### src/rtl/r_inst_fetch.sv
// r_inst_fetch: instruction fetch stage feeding the R-type decode datapath.
// Holds the PC, reads a 1-cycle-latency synchronous ROM and hands one
// instruction at a time to decode over valid/ready. Stops on HALT_WORD and
// resumes only on reset or redirect.
// Optional feature macro: FETCH_PERF_CNT_EN adds fetch_cnt / stall_cnt outputs.
module r_inst_fetch #(
    parameter int unsigned          ADDR_W    = 6,
    parameter int unsigned          DATA_W    = 32,
    parameter logic [31:0]          RESET_PC  = 32'h0000_0000,
    parameter logic [DATA_W-1:0]    HALT_WORD = {DATA_W{1'b1}}
) (
    input  logic              clk,
    input  logic              rst,
    output logic              imem_en,
    output logic [ADDR_W-1:0] imem_addr,
    input  logic [DATA_W-1:0] imem_rdata,
    input  logic              redirect_en,
    input  logic [31:0]       redirect_pc,
    output logic              inst_valid,
    input  logic              inst_ready,
    output logic [DATA_W-1:0] inst,
    output logic [31:0]       inst_pc,
`ifdef FETCH_PERF_CNT_EN
    output logic [31:0]       fetch_cnt,
    output logic [31:0]       stall_cnt,
`endif
    output logic              halted
);

    typedef enum logic [1:0] {
        S_FETCH = 2'd0,
        S_WAIT  = 2'd1,
        S_OUT   = 2'd2,
        S_HALT  = 2'd3
    } state_e;

    state_e            state_q, state_d;
    logic [31:0]       pc_q, pc_d;
    logic [DATA_W-1:0] inst_q, inst_d;
    logic [31:0]       inst_pc_q, inst_pc_d;
    logic              valid_q, valid_d;
    logic              halted_q, halted_d;

    // Low PC bits of the redirect target are architecturally ignored.
    logic redirect_pc_unused;
    assign redirect_pc_unused = ^redirect_pc[1:0];

    assign imem_addr  = pc_q[ADDR_W+1:2];
    assign inst_valid = valid_q;
    assign inst       = inst_q;
    assign inst_pc    = inst_pc_q;
    assign halted     = halted_q;

    // Next-state, datapath updates and ROM enable; redirect overrides the handshake.
    always_comb begin
        state_d   = state_q;
        pc_d      = pc_q;
        inst_d    = inst_q;
        inst_pc_d = inst_pc_q;
        valid_d   = valid_q;
        halted_d  = halted_q;
        imem_en   = 1'b0;

        case (state_q)
            S_FETCH: begin
                imem_en = 1'b1;
                state_d = S_WAIT;
            end
            S_WAIT: begin
                inst_d    = imem_rdata;
                inst_pc_d = pc_q;
                pc_d      = pc_q + 32'd4;
                valid_d   = 1'b1;
                state_d   = S_OUT;
            end
            S_OUT: begin
                if (inst_ready) begin
                    valid_d = 1'b0;
                    if (inst_q == HALT_WORD) begin
                        halted_d = 1'b1;
                        state_d  = S_HALT;
                    end else begin
                        imem_en = 1'b1;
                        state_d = S_WAIT;
                    end
                end
            end
            S_HALT: begin
                state_d = S_HALT;
            end
        endcase

        if (redirect_en) begin
            pc_d      = {redirect_pc[31:2], 2'b00};
            inst_d    = inst_q;
            inst_pc_d = inst_pc_q;
            valid_d   = 1'b0;
            halted_d  = 1'b0;
            state_d   = S_FETCH;
        end
    end

    // State and datapath registers with synchronous reset.
    always_ff @(posedge clk) begin
        if (rst) begin
            state_q   <= S_FETCH;
            pc_q      <= RESET_PC;
            inst_q    <= '0;
            inst_pc_q <= '0;
            valid_q   <= 1'b0;
            halted_q  <= 1'b0;
        end else begin
            state_q   <= state_d;
            pc_q      <= pc_d;
            inst_q    <= inst_d;
            inst_pc_q <= inst_pc_d;
            valid_q   <= valid_d;
            halted_q  <= halted_d;
        end
    end

`ifdef FETCH_PERF_CNT_EN
    logic [31:0] fetch_cnt_q, fetch_cnt_d;
    logic [31:0] stall_cnt_q, stall_cnt_d;

    assign fetch_cnt = fetch_cnt_q;
    assign stall_cnt = stall_cnt_q;

    // Saturating counts of accepted instructions and backpressured cycles.
    always_comb begin
        fetch_cnt_d = fetch_cnt_q;
        stall_cnt_d = stall_cnt_q;
        if (valid_q && inst_ready && !redirect_en && (fetch_cnt_q != 32'hFFFF_FFFF)) begin
            fetch_cnt_d = fetch_cnt_q + 32'd1;
        end
        if (valid_q && !inst_ready && (stall_cnt_q != 32'hFFFF_FFFF)) begin
            stall_cnt_d = stall_cnt_q + 32'd1;
        end
    end

    // Performance counter registers.
    always_ff @(posedge clk) begin
        if (rst) begin
            fetch_cnt_q <= '0;
            stall_cnt_q <= '0;
        end else begin
            fetch_cnt_q <= fetch_cnt_d;
            stall_cnt_q <= stall_cnt_d;
        end
    end
`endif

endmodule

### config.mk
export PLATFORM = sky130hd
export DESIGN_NAME = r_inst_fetch
export DESIGN_NICKNAME = d
export VERILOG_FILES = /design/src/rtl/r_inst_fetch.sv
export SDC_FILE = /design/constraint.sdc
export NUM_CORES = 1
export LEC_CHECK = 0
export CAP_MARGIN = 5
export CORE_ASPECT_RATIO = 0.7
export CORE_MARGIN = 1.5
export CORE_UTILIZATION = 43
export CTS_BUF_LIST = sky130_fd_sc_hd__clkbuf_4
export DETAILED_ROUTE_END_ITERATION = 8
export GPL_TIMING_DRIVEN = 0
export MAX_ROUTING_LAYER = met4
export PLACE_DENSITY = 0.79
export SYNTH_ARGS = -nofsm -noshare
export SYNTH_HDL_FRONTEND = slang
export SYNTH_SLANG_ARGS = --single-unit
### constraint.sdc
create_clock -name clk -period 1.9 [get_ports clk]
set_input_delay 0.38 -clock clk [delete_from_list [all_inputs] [get_ports clk]]
set_output_delay 0.38 -clock clk [all_outputs]
set_load 0.01 [all_outputs]
# After elaboration in Yosys (flattened, before gate mapping)
# Cells that the tools add are included.
classes:
  add_sub_neg: 1
  multipliers: 0
  div: 0
  n_lt_le_gt_ge: 0
  eq_ne: 5
  shifts: 0
  n_mux: 10
  bitwise_logic: 1
  n_reduce_logical: 7
ops:
  columns: ["cell", "n"]
  rows:
  - ["32-bit 2-to-1 mux", 2]
  - ["32-bit by 3-bit adder with 32-bit output, second input constant", 1]
  - ["32-bit equality test, second input constant", 1]
  - ["2-bit one-hot mux with 4 select lines", 1]
  - ["2-bit equality test, second input constant", 2]
  - ["2-bit 2-to-1 mux", 2]
  - ["1-bit one-hot mux with 2 select lines", 2]
  - ["2-bit AND reduction", 2]
  - ["2-bit nonzero test", 2]
  - ["1-bit 2-to-1 mux", 3]
  - ["3-bit AND reduction", 1]
  - ["2-bit by 1-bit equality test with 1-bit output, second input constant", 1]
  - ["2-bit logical NOT", 1]
  - ["2-bit inequality test, second input constant", 1]
  - ["2-bit OR reduction", 1]
  - ["1-bit inverter", 1]
totals:
  register_bits: 100
  latch_bits: 0
  ram_bits: 0
  mem_bits_ro: 0
  in_bits: 68
  out_inout_bits: 73
  elab_cells: 31
  memories: 0

# Depth between registers and ports, before layout
# Gate-level depths: netlist (run 1).
logic_depth:
  depth_word: 4
  ltp_mapped: 6
  depth_no_buf: 5

# Least setup slack after synthesis (run 1)
# No wires, ideal clock.
synth_path:
  kind: "register -> register"
  startpoint: "register pc_q[6]"
  endpoint: "register pc_q[15]"
  setup_time_ps: 91
  arrival_time_ps: 1783
  slack_ps: 26
  stages_incl_launch_ff: 6
  path_buffers: 1
  synth_period_minus_slack_ps: 1874
  path_cell_list: "dfxtp_1 > nand4_4 > or4_1 > buf_2 > or3_1 > a311oi_1"
synth_between:
  elab_chain_len: 3
synth_rtl:
  columns: ["item", "line", "rtl"]
  rows:
  - ["start: declaration", "38", "logic [31:0] pc_q, pc_d;"]
  - ["start signal: assignment", "114", "pc_q <= pc_d;"]
  - ["32-bit by 3-bit adder with 32-bit output", "72", "pc_d = pc_q + 32'd4;"]
  - ["32-bit 2-to-1 mux", "64", "case (state_q)"]
  - ["32-bit 2-to-1 mux", "93", "if (redirect_en) begin"]
# No other way between the ends. The select of a mux whose other input is x is not followed.
# A chain may end at the register's enable or synchronous reset.

# Worst setup path after layout (run 1)
layout_path:
  startpoint: "register inst_q[12], in the netlist inst[12]"
  endpoint: "output port imem_en"
layout_between:
  elab_chain_len: 4
layout_rtl:
  columns: ["item", "line", "rtl"]
  rows:
  - ["start: declaration", "39", "logic [DATA_W-1:0] inst_q, inst_d;"]
  - ["start signal: assignment", "115", "inst_q <= inst_d;"]
  - ["32-bit equality test", "79", "if (inst_q == HALT_WORD) begin"]
  - ["1-bit 2-to-1 mux", "79", null]
  - ["1-bit 2-to-1 mux", "77", "if (inst_ready) begin"]
  - ["1-bit one-hot mux with 2 select lines", "64", null]
  - ["end: declaration", "14", "output logic imem_en,"]
# No other way between the ends.

==> flow_summary.toml, run 1 <==
[cts]
root_buffer = "clkbuf_4"
htreeDepth = 3
hold_buffers = 0
clockBufferDepth = 2
cts_tree = "built"
numCtsBuffers = 9
cts.sinks = 96
clk_pin_slew_ns = 0.14
clk_latency_ns = 0.48

[setup_path]
start_kind = "flop"
path_cells = "nand4_1 > nor4_4 > a21oi_1 > o21a_1 > buf_2"
cpPeakStageDelay_ns = 0.40
worst_r2r_path_depth = 6
critPathRequiredTime_ns = 1.52
crit_arrival_ns = 1.86
cp-end-kind = "primary output"
slowest_stage = "nor4_4"
path_class = "flop to primary output"
cp_max_fo = 3

[logic_synthesis]
synth_enable_flop_cells = 0
synth_top_area_share_pct = 44.53
synth-simple-area-share_pct = 27.81
synthTopCellsByCount = "144 x nand2_1, 96 x dfxtp_1, 68 x a21oi_1, 27 x clkbuf_1, 17 x nand4_1"
synth_area_leader_cell = "dfxtp_1"
synth_top_family_by_area = "simple AND/OR/NAND/NOR gates"
avgSynthCellArea_um2 = 8.006
ys_seq_area_share_pct = 44.53
yosysWarnings = 0
yosysMostFrequentCell = "nand2_1"
async_flop_share_pct = 0
synth_flop_cell = "dfxtp_1"
netlist_area_mm2 = 0.004315
synth_cells = 539
ys_types = 53
synthAdderAreaFrac_pct = 0.2899
synth_mux_area_share_pct = 0.2609
synth_compound_area_share_pct = 17.98
ys_ff_latch = 96
synth_area_leaders = "dfxtp_1 45%, nand2_1 13%, a21oi_1 7.9%"
synth_xor_area_share_pct = 1.624

[timing]
finalCriticalPeriod_ns = 2.238
rsz0062_at_grt = "true"
finalHoldViolations = 0
tns_ns = -0.4043
setup_viol = 2
slew_violations = 0
setup_slack_ns = -0.3385
tightest_slew_ns = 0.6590
max_slew_margin_pct = 56.07
period_share_pct = 117.8
fin_skew_ns = 0.01714
clock.fmax_mhz = 446.7

[grt]
met1_usage_pct = 34.26
grt_max_degree = 17
grt_busiest_layer = "met2"
grt_use_met3_pct = 6.579
antenna_found_initial = 0
grt_overflow = 0
use_met2_pct = 40.20
grt_use_total_pct = 26.24
grt_pass1_wl_um = 21110
first_global_vias = 4337

[placed_design]
place_inst = 802
place.detailed.hpwl_um = 9495
io_buffers = 134
preCtsSetupSlack_ns = -0.5185
gp_congestion = 0.8397

[layout]
final_cells = 851
drive_above_1_share_pct = 18.53
antenna-diode-count = 0
fin_nets = 787
areaGrowthSynthToFinish_pct = 50.94

[floorplanning]
fp.dieW_um = 122.7
pin_count = 141
rows = 30
initial_utilization_pct = 44.39
dieArea_mm2 = 0.01066
core_mm2 = 0.009722
die_y_um = 86.82

[flow_run]
drv_cap = 0

[route]
drt_iter0_drc = 344
antenna_left = 0
drt_first_pass_iters = 5
route.detailed.drc = 0
wl_per_cell_um = 16.18
wl_um = 13770
via_count = 4737
avgViaCountPerCell = 5.566

[power_and_ir_drop]
power_per_cell_area_mw_per_mm2 = 644.1
finalPower_mw = 4.195
p_leak_nw = 2.473
vdd_drop_max_uv = 396.6

[status]
violations = "negative setup slack"
outcome = "complete, but fails checks"

[min_path]
hold_depth = 2
min_path_type = "input pin to flop"
[layer usage]
| layer | share of wire [%] | vias to the layer above |
|---|---|---|
| met2 | 46 | 195 |
| met4 | 1.5 | 0 |
| met3 | 7.7 | 25 |
| met5 | 0 | - |
| met1 | 45 | 2265 |
| li1 | - | 2252 |
[per-stage QoR]
stage | area [µm²] | util, % | hold WS, ns
finish | 6514 | 67.00 | 0.1571
CTS | 6297 | 64.77 | 0.1460
floorplan | 4319 | - | 0.4357
global route | 6514 | 67.00 | 0.1459
global placement | 5821 | 59.87 | 0.4445
detailed placement | 5821 | 59.87 | 0.4496
[path summary, 6_finish.rpt]
path | slack, ns | from | to
worst min-delay path | 0.16 | rst | pc_q[13]
worst max register to register | -0.07 | state_q[1] | pc_q[30]
worst min register to register | 0.47 | inst_pc[6] | inst_pc[6]
worst max-delay path | -0.34 | inst[12] | imem_en
[what timing repair did]
action	4_1_cts	5_1_grt
buffers inserted	20	13
resized for setup	53	56
setup endpoints to repair	87	81
pin swaps	9	8
endpoints found under the hold margin	0	0
[placed cells by master (no fill, tap or decap), types with 10 or more instances in the layout]
cell,Yosys,routed
and4_1,10,10
buf_4,8,40
a21oi_1,68,68
dfxtp_2,0,26
clkbuf_1,27,16
clkbuf_4,0,11
nor2_1,15,15
dfxtp_1,96,63
inv_1,15,15
nand4_1,17,17
clkdlybuf4s50_1,0,124
nand2_1,144,142
a211oi_1,11,10
clkbuf_2,1,10
o21ai_0,13,13
[registers in the layout, indices dropped and copies added, names as in the netlist]
signal	count
state_q	2
inst_pc	30
inst_valid	1
inst	32
halted	1
pc_q	30
[kinds of logic after synthesis]
family,count (synthesis)
other,1
AND/OR/NAND/NOR,245
AO/OA/AOI/OAI,126
flip-flops,96
XOR/XNOR,8
adder cells (fa/ha/maj),1
buffers and inverters,61
multiplexers,1
[worst max-delay path, delay by kind of cell, from the launching register on]
family / cells / cell delay [ns]
buf+inv: 1 / 0.14
flops: 1 / 0.37
compound gates: 2 / 0.31
simple gates: 2 / 0.57
[power by group]
part           internal [mW]  switching [mW]  total (mW)
clock network          0.687           0.708        1.40
logic                  0.334           0.277       0.611
registers               2.10          0.0923        2.19
total                   3.12            1.08        4.20
[area by class of cell]
cell class	count	area, µm²
Fill cell	801	3208
Multi-Input combinational cell	383	2213
Sequential cell	96	1981
Timing Repair Buffer	167	1615
Buffer	45	292.8
Tap cell	128	160.2
Clock inverter	6	115.1
Clock buffer	10	75.07
Inverter	16	61.31
Note: power is estimated with default switching activity, not from simulation.
==> run 2: changes to the inputs <==
--- a/config.mk
+++ b/config.mk
@@ -6,7 +6,6 @@
 export NUM_CORES = 1
 export LEC_CHECK = 0
 export CAP_MARGIN = 5
-export CORE_ASPECT_RATIO = 0.7
 export CORE_MARGIN = 1.5
 export CORE_UTILIZATION = 43
 export CTS_BUF_LIST = sky130_fd_sc_hd__clkbuf_4
==> run 2 against run 1 <==
Effect of this change: the flow still finishes with violations (negative setup slack); non-clock buffer count shrank 8; combinational power is 3.9% lower; setup slack better by 0.14 ns; maximum frequency increased by 6.6%; critical path depth unchanged; final area fell by 1.9%; largest cell class unchanged.
==> flow_summary.toml, run 2 (synthesized netlist as in run 1, its figures left out) <==
[status]
outcome = "complete, but fails checks"
violations = "negative setup slack"

[layout]
final_core_util_pct = 65.36
areaGrowthSynthToFinish_pct = 48.04
largest_reg_flops = 32
final_common_cell = "nand2_1"
antenna-diode-count = 0
drive_above_1_share_pct = 16.92
fin_nets = 779
final_cells = 848
final_cell_mix = "143 x nand2_1, 127 x clkdlybuf4s50_1, 68 x a21oi_1, 61 x dfxtp_1, 34 x buf_4"

[route]
wl_um = 13050
drt_first_pass_iters = 5
antenna_left = 0
route.detailed.drc = 0
via_count = 4630
wl_per_cell_um = 15.39
avgViaCountPerCell = 5.460
drt_iter0_drc = 263

[grt]
grt_use_total_pct = 25.21
grt_max_degree = 17
grt_pass1_wl_um = 20410
use_met2_pct = 40.94
grt_busiest_layer = "met2"
antenna_found_initial = 0
first_global_vias = 4400
met1_usage_pct = 29.64
grt_use_met3_pct = 7.124
grt_overflow = 0

[placed_design]
place_inst = 807
place.detailed.hpwl_um = 9308
io_buffers = 134
gp_congestion = 0.9048

[timing]
finalCriticalPeriod_ns = 2.100
tightest_slew_ns = 0.6082
setup_slack_ns = -0.1996
max_slew_margin_pct = 59.45
setup_viol = 2
fin_skew_ns = 0.01533
slew_violations = 0
clock.fmax_mhz = 476.3
whs_ns = 0.1453
finalHoldViolations = 0
rsz0062_at_grt = "true"
period_share_pct = 110.5

[floorplanning]
die_y_um = 103.2
pin_count = 141
rows = 36
fp.dieW_um = 103.2
dieArea_mm2 = 0.01065
core_mm2 = 0.009774
initial_utilization_pct = 44.15

[setup_path]
timing.rr.start = "state_q[1]"
r2r_setup_slack_ns = -0.02
cp-end-kind = "primary output"
slowest_stage = "dfxtp_2"
critPathLaunch = "inst[14]"
worstReg2RegEnd = "pc_q[30]"
cpPeakStageDelay_ns = 0.38
crit_arrival_ns = 1.72
cp_max_fo = 3
worst_r2r_path_depth = 6
critPathRequiredTime_ns = 1.52
path_class = "flop to primary output"
path_cells = "nand4_1 > nor4_4 > a21oi_1 > o21a_1 > buf_2"
start_kind = "flop"

[power_and_ir_drop]
pwr-share-seq_pct = 54.4
p_leak_nw = 2.367
p_comb_share_pct = 14.6
net-switching-power_mw = 1.068
power_per_cell_area_mw_per_mm2 = 628.7
power_frac_clock_pct = 31.0
swShare_pct = 26.58
vdd_drop_max_uv = 408.3
p_int_mw = 2.949

[cts]
numCtsBuffers = 9
root_buffer = "clkbuf_4"
clk_latency_ns = 0.45
cts.sinks = 96
htreeDepth = 3
clockBufferDepth = 2
cts_tree = "built"
clk_pin_slew_ns = 0.15

[flow_run]
drv_cap = 0

[min_path]
holdPathEnd = "pc_q[13]"
hold_depth = 2
min-delay-start = "rst"
min_path_type = "input pin to flop"
## run 2: layout make-up
class | count | area, µm²
fillers | 852 | 3386
multi-input cells | 383 | 2186
flip-flops and latches | 96 | 1981
repair buffers | 160 | 1559
plain buffers | 44 | 271.5
well taps | 133 | 166.4
clock inverters | 7 | 96.34
clock buffers | 9 | 67.56
inverters | 16 | 61.31
## run 2: critical path: cells and delay by family (launching register included)
kind,cells,cell delay (ns)
AND/OR/NAND/NOR,2,0.47
buffers and inverters,1,0.14
AO/OA/AOI/OAI,2,0.28
flip-flops,1,0.38
## run 2: power groups by stage
stage	sequential (mW)	clock (mW)	combinational [mW]
4_1_cts	2.18	1.26	0.575
3_3_place_gp	2.22	0	0.541
5_1_grt	2.20	1.34	0.637
3_5_place_dp	2.23	0	0.550
6_report	2.18	1.24	0.587
2_1_floorplan	2.22	0	0.250
## run 2: metrics by stage
stage	TNS (ns)	setup WS, ns	area, µm²	power (mW)
finish	-0.2154	-0.1996	6389	4.017
floorplan	0	0.02614	4319	2.469
CTS	-0.2467	-0.2467	6191	4.018
global route	-0.6980	-0.2991	6389	4.174
global placement	-31.44	-0.4690	5827	2.764
detailed placement	-31.88	-0.4837	5827	2.777
## run 2: what timing repair did
action	in CTS	in global routing
hold buffers	0	0
gates resized for setup	42	56
pin swaps	6	14
setup endpoints to repair	84	79
setup buffers	13	13
## run 2: worst max-delay path by stage
stage                        endpoint  slack, ns
final                         imem_en      -0.20
after detailed placement      inst[8]      -0.48
after global placement    inst_pc[15]      -0.47
after CTS                     imem_en      -0.25
after global routing          imem_en      -0.30
after floorplan              pc_q[15]       0.03
## run 2: routing by layer
| layer | wire (µm) | part of all wire (%) |
|---|---|---|
| met3 | 1174 | 9.0 |
| met4 | 354 | 2.7 |
| met5 | 0 | 0 |
| met2 | 6240 | 48 |
| met1 | 5285 | 40 |
